==> config.mk <==
export PLATFORM = sky130hd
export DESIGN_NAME = serial_mag_cmp_flat
export DESIGN_NICKNAME = d
export VERILOG_FILES = /design/src/rtl/serial_mag_cmp_if.sv /design/src/rtl/serial_mag_cmp.sv /design/src/flat_wrapper.sv
export SDC_FILE = /design/constraint.sdc
export NUM_CORES = 1
export LEC_CHECK = 0
export CAP_MARGIN = 30
export CORE_ASPECT_RATIO = 2
export CORE_MARGIN = 2
export CORE_UTILIZATION = 45
export DETAILED_ROUTE_END_ITERATION = 7
export PLACE_DENSITY = 0.7
export SLEW_MARGIN = 25
export SYNTH_ARGS = -nofsm -noshare
export SYNTH_HDL_FRONTEND = slang
export SYNTH_SLANG_ARGS = --single-unit
export TNS_END_PERCENT = 1
==> constraint.sdc <==
create_clock -name clk -period 2.3 [get_ports clk]
set_clock_uncertainty 0.15 [all_clocks]
set_input_delay 0.575 -clock clk [delete_from_list [all_inputs] [get_ports clk]]
set_output_delay 0.575 -clock clk [all_outputs]
set_load 0.01 [all_outputs]
==> src/rtl/serial_mag_cmp_if.sv <==
// Operand request and compare-result bundle for serial_mag_cmp.
// Latency: none, wiring only.
// Backpressure: start is dropped unless busy is low.
interface serial_mag_cmp_if #(
    parameter int WIDTH = 8
);
    logic             start;
    logic [WIDTH-1:0] a;
    logic [WIDTH-1:0] b;
    logic             is_signed;
    logic             busy;
    logic             done;
    logic             lt;
    logic             eq;
    logic             gt;

    modport master (
        output start, a, b, is_signed,
        input  busy, done, lt, eq, gt
    );

    modport slave (
        input  start, a, b, is_signed,
        output busy, done, lt, eq, gt
    );
endinterface

==> src/rtl/serial_mag_cmp.sv <==
// Bit-serial MSB-first magnitude compare of two WIDTH-bit operands, signed or unsigned.
// Latency: WIDTH cycles, or WIDTH-k at the first differing bit k when EARLY_EXIT=1.
// Backpressure: start accepted only when idle; requests while busy are dropped.
module serial_mag_cmp #(
    parameter int WIDTH      = 8,
    parameter bit EARLY_EXIT = 1'b1
) (
    input  logic        clk,
    input  logic        rst_n,
    serial_mag_cmp_if.slave bus
);

    localparam int CW = $clog2(WIDTH);
    localparam logic [CW-1:0] MSB_IDX = CW'(WIDTH - 1);

    typedef enum logic [1:0] {
        IDLE = 2'd0,
        RUN  = 2'd1,
        DONE = 2'd2
    } state_t;

    state_t           state;
    state_t           state_nxt;

    logic [WIDTH-1:0] a_r;
    logic [WIDTH-1:0] b_r;
    logic             sgn_r;
    logic [CW-1:0]    cnt;
    logic             lt_n;
    logic             gt_n;
    logic             lt_r;
    logic             eq_r;
    logic             gt_r;

    logic             accept;
    logic             a_bit;
    logic             b_bit;
    logic             bit_lt;
    logic             bit_gt;
    logic             lt_acc;
    logic             gt_acc;
    logic             finish;

    assign accept = (state == IDLE) && bus.start;

    // Flipping both sign bits maps two's-complement order onto unsigned order.
    always_comb begin
        a_bit = a_r[cnt];
        b_bit = b_r[cnt];
        if (sgn_r && (cnt == MSB_IDX)) begin
            a_bit = ~a_bit;
            b_bit = ~b_bit;
        end
    end

    always_comb begin
        bit_lt = ~a_bit & b_bit;
        bit_gt = a_bit & ~b_bit;
        // Only the first difference counts; a latched flag blocks the opposite one.
        lt_acc = lt_n | (~gt_n & bit_lt);
        gt_acc = gt_n | (~lt_n & bit_gt);
        finish = (cnt == '0) || (EARLY_EXIT && (bit_lt || bit_gt));
    end

    always_ff @(posedge clk or negedge rst_n) begin
        if (!rst_n) begin
            state <= IDLE;
        end else begin
            state <= state_nxt;
        end
    end

    always_comb begin
        state_nxt = state;
        unique case (state)
            IDLE:    if (bus.start) state_nxt = RUN;
            RUN:     if (finish)    state_nxt = DONE;
            DONE:                   state_nxt = IDLE;
            default:                state_nxt = IDLE;
        endcase
    end

    always_ff @(posedge clk or negedge rst_n) begin
        if (!rst_n) begin
            a_r   <= '0;
            b_r   <= '0;
            sgn_r <= 1'b0;
            cnt   <= '0;
            lt_n  <= 1'b0;
            gt_n  <= 1'b0;
            lt_r  <= 1'b0;
            eq_r  <= 1'b0;
            gt_r  <= 1'b0;
        end else if (accept) begin
            a_r   <= bus.a;
            b_r   <= bus.b;
            sgn_r <= bus.is_signed;
            cnt   <= MSB_IDX;
            lt_n  <= 1'b0;
            gt_n  <= 1'b0;
            lt_r  <= 1'b0;
            eq_r  <= 1'b0;
            gt_r  <= 1'b0;
        end else if (state == RUN) begin
            if (finish) begin
                lt_r <= lt_acc;
                gt_r <= gt_acc;
                eq_r <= ~lt_acc & ~gt_acc;
            end else begin
                lt_n <= lt_acc;
                gt_n <= gt_acc;
                cnt  <= cnt - CW'(1);
            end
        end
    end

    assign bus.busy = (state != IDLE);
    assign bus.done = (state == DONE);
    assign bus.lt   = lt_r;
    assign bus.eq   = eq_r;
    assign bus.gt   = gt_r;

    a_done_onehot: assert property (@(posedge clk) disable iff (!rst_n)
        bus.done |-> $onehot({bus.lt, bus.eq, bus.gt}));

    a_done_single: assert property (@(posedge clk) disable iff (!rst_n)
        bus.done |=> !bus.done);

endmodule
==> src/flat_wrapper.sv <==
// flat-port wrapper written by rule: the top's interface ports become plain ports
module serial_mag_cmp_flat 
#(
    parameter int WIDTH      = 8,
    parameter bit EARLY_EXIT = 1'b1
)
  (clk, rst_n, bus_start, bus_a, bus_b, bus_is_signed, bus_busy, bus_done, bus_lt, bus_eq, bus_gt);
  serial_mag_cmp_if #(.WIDTH(WIDTH)) bus_i ();
  input  logic clk;
  input  logic rst_n;
  input wire logic [$bits(bus_i.start)-1:0] bus_start;
  input wire logic [$bits(bus_i.a)-1:0] bus_a;
  input wire logic [$bits(bus_i.b)-1:0] bus_b;
  input wire logic [$bits(bus_i.is_signed)-1:0] bus_is_signed;
  output wire logic [$bits(bus_i.busy)-1:0] bus_busy;
  output wire logic [$bits(bus_i.done)-1:0] bus_done;
  output wire logic [$bits(bus_i.lt)-1:0] bus_lt;
  output wire logic [$bits(bus_i.eq)-1:0] bus_eq;
  output wire logic [$bits(bus_i.gt)-1:0] bus_gt;
  assign bus_i.start = bus_start;
  assign bus_i.a = bus_a;
  assign bus_i.b = bus_b;
  assign bus_i.is_signed = bus_is_signed;
  assign bus_busy = bus_i.busy;
  assign bus_done = bus_i.done;
  assign bus_lt = bus_i.lt;
  assign bus_eq = bus_i.eq;
  assign bus_gt = bus_i.gt;
  serial_mag_cmp #(.WIDTH(WIDTH), .EARLY_EXIT(EARLY_EXIT)) u_core (.clk(clk), .rst_n(rst_n), .bus(bus_i));
endmodule
==> results.py <==
metrics = {
    "status": {
        "status": "finished, violations left",
        "violations": "setup timing",
    },
    "global_routing": {
        "grt_usage": 0.185,
        "grt_overflow_total": 0,
        "grt_max_degree": 28,
        "grt_pass1_wl_um": 4780,
        "antenna_found_initial": 0,
        "grt_pass1_vias": 1103,
    },
    "route": {
        "drtPass1Iterations": 4,
        "drc": 0,
        "ant_nets": 0,
        "routedWlPerCell_um": 13.5,
        "routed_via_density": 5.28,
        "vias": 1067,
        "totalWireLength_um": 2720,
        "drt_iter0_drc": 26,
    },
    "critical_path": {
        "crit_chain": "buf_12 -> mux2i_1 -> mux4_2 -> xnor2_2 -> buf_4 -> inv_2 -> ha_1 -> nor2b_2 -> nor2_1 -> a211oi_1",
        "worst-path-buf-inv": 3,
        "path_delay_family": "multiplexers",
        "endpoint_kind": "register",
        "worstPathMaxFanout": 4,
        "r2r-start": "u_core.cnt[0]",
        "critPathMaxStageDelay_ns": 0.51,
        "critPathSlowestCell": "mux4_2",
        "worst_ep_required_time_ns": 2.35,
        "worstSetupPathType": "register to register",
        "start_kind": "register",
        "cp.arrival_ns": 2.58,
        "crit_start": "u_core.cnt[0]",
    },
    "yosys": {
        "synth_seq_cells": 27,
        "yosysTopAreaCell": "dfrtp_1",
        "yosysMostFrequentCell": "nand2_1",
        "yosysWarnings": 0,
        "synth_top_flop_cell": "dfrtp_1",
        "syn_area_sq_mm": 0.00132,
        "synth_edf_count": 0,
        "ys_top_cells_by_count": "nand2_1 (55), dfrtp_1 (27), mux2i_1 (9), nor2_1 (8), ha_1 (5)",
        "netlist.area_leader.share": 0.510,
        "synth-async-reset-ratio": 1.00,
        "syn_nets": 165,
        "ys_types": 24,
        "avgSynthCellArea_sq_um": 9.46,
        "netlist_top_cells_area": "dfrtp_1 (51%), nand2_1 (16%), mux2i_1 (6.8%)",
        "synth-seq-area-share": 0.510,
        "synth_cells": 140,
    },
    "floorplanning": {
        "die_h_um": 80.7,
        "start_util": 0.478,
        "design.core.area_sq_mm": 0.00277,
        "rows": 27,
        "ios": 25,
        "die_w_um": 42.4,
        "die-area_sq_mm": 0.00342,
    },
    "sta": {
        "post-route-period-util": 1.10,
        "relSlewSlack": 0.767,
        "slew_violations": 0,
        "fin_tns_setup_ns": -1.39,
        "grt_setup_unrepaired": "yes",
        "final-setup-viol-count": 8,
        "fin_crit_ns": 2.53,
        "tightest_slew_ns": 0.349,
        "fmax_mhz": 395,
        "finalWorstSetupSlack_ns": -0.232,
        "whs_ns": 0.337,
        "hold_viol_final": 0,
    },
    "final_layout": {
        "area_growth_pct": 31.0,
        "n_antenna_cell": 0,
        "drive_gt1_frac": 0.145,
        "multiInputGateArea_sq_um": 624,
        "fill_cells": 243,
        "nets": 199,
        "final_area_sq_mm": 0.00173,
        "seqCellArea_sq_um": 677,
    },
    "pwr": {
        "power_leakage_uw": 0.000875,
        "ir_drop_v": 0.000798,
        "power.density_mw_per_mm2": 1570,
    },
    "clock_tree": {
        "insertion_delay_ns": 0.28,
        "cts_sinks": 27,
        "clockBufferDepth": 2,
        "clockRootBuffer": "clkbuf_8",
        "htree_levels": 1,
        "numCtsBuffers": 3,
        "cts_tree": "yes",
        "path_clk_slew_ns": 0.10,
    },
    "hold_path": {
        "hold_class": "register to register",
        "worstHoldStart": "u_core.a_r[3]",
    },
    "placement": {
        "placed_area_sq_mm": 0.00163,
        "post-place-ws_ns": -0.337,
        "dp_hpwl_um": 1920,
        "place.gp.congestion": 0.726,
        "port_buffers": 24,
    },
    "run": {
        "max_cap_viol_count": 0,
    },
}
[layout by cell type, fill, tap and decap left out, types with 3 or more instances in the layout]
| cell type | netlist | routed |
|---|---|---|
| nand3_1 | 3 | 3 |
| nor2_1 | 8 | 8 |
| nor2b_1 | 4 | 3 |
| ha_1 | 5 | 5 |
| mux2i_1 | 9 | 9 |
| clkbuf_8 | 0 | 3 |
| inv_1 | 4 | 4 |
| dfrtp_1 | 27 | 26 |
| buf_4 | 0 | 7 |
| nand2_1 | 55 | 55 |
| clkdlybuf4s50_1 | 0 | 24 |
[layer usage]
metal  share of wire  vias up  global-route usage
li1                -      517                   -
met1            0.36      517               0.208
met2            0.59       26               0.325
met3           0.030        7              0.0225
met4           0.024        0               0.116
met5               0        -                   0
[what timing repair did]
action | CTS | global route
pin swaps | 2 | 0
endpoints found under the setup margin | 10 | 9
hold buffers | 0 | 0
buffers inserted | 3 | 0
gates resized for setup | 5 | 2
[tightest hold or removal path: cells and delay by family (launching register included)]
family	cells	cell delay, ns
flops	1	0.36
simple gates	2	0.10
[metrics by stage]
stage | util | total power, uW | instances
floorplan | - | 1790 | 140
global placement | 0.587 | 2210 | 195
detailed placement | 0.587 | 2290 | 195
CTS | 0.624 | 2700 | 202
global route | 0.626 | 2980 | 202
finish | 0.626 | 2730 | 202
[logic make-up after synthesis]
kind of cell,synth area share
flops,0.510
simple gates,0.237
buf+inv,0.0340
fa+ha+maj,0.0473
mux,0.102
xor+xnor,0.0321
compound gates,0.0369
[flip-flops by register name (all words and copies together), names as in the netlist]
| register | cells |
|---|---|
| u_core.sgn_r | 1 |
| u_core.bus.eq | 1 |
| u_core.a_r | 8 |
| u_core.state | 2 |
| u_core.bus.gt | 1 |
| u_core.gt_n | 1 |
| u_core.bus.lt | 1 |
| u_core.lt_n | 1 |
| u_core.cnt | 3 |
| u_core.b_r | 8 |
[where the power goes]
group	switching [uW]	internal, uW	total [uW]
clock	153	123	276
sequential	154	689	843
combinational	770	836	1610
[layout make-up]
cell class / instances / area share
clock buffers: 3 / 0.0238
clock inverters: 1 / 0.00433
inverters: 5 / 0.0108
multi-input cells: 103 / 0.360
flip-flops and latches: 27 / 0.390
well taps: 29 / 0.0209
repair buffers: 34 / 0.190
[path summary, 6_finish.rpt]
| check | end | slack [ns] | cells after the start |
|---|---|---|---|
| max reg2reg | u_core.bus.lt | -0.23 | 10 |
| max in group asynchronous | u_core.cnt[0] | 1.21 | 2 |
| max | u_core.bus.lt | -0.23 | 10 |
| min | u_core.a_r[3] | 0.34 | 2 |
| min reg2reg | u_core.a_r[3] | 0.34 | 2 |
| min in group asynchronous | u_core.bus.lt | 0.51 | 2 |
Power figures use the tool's default switching activity.
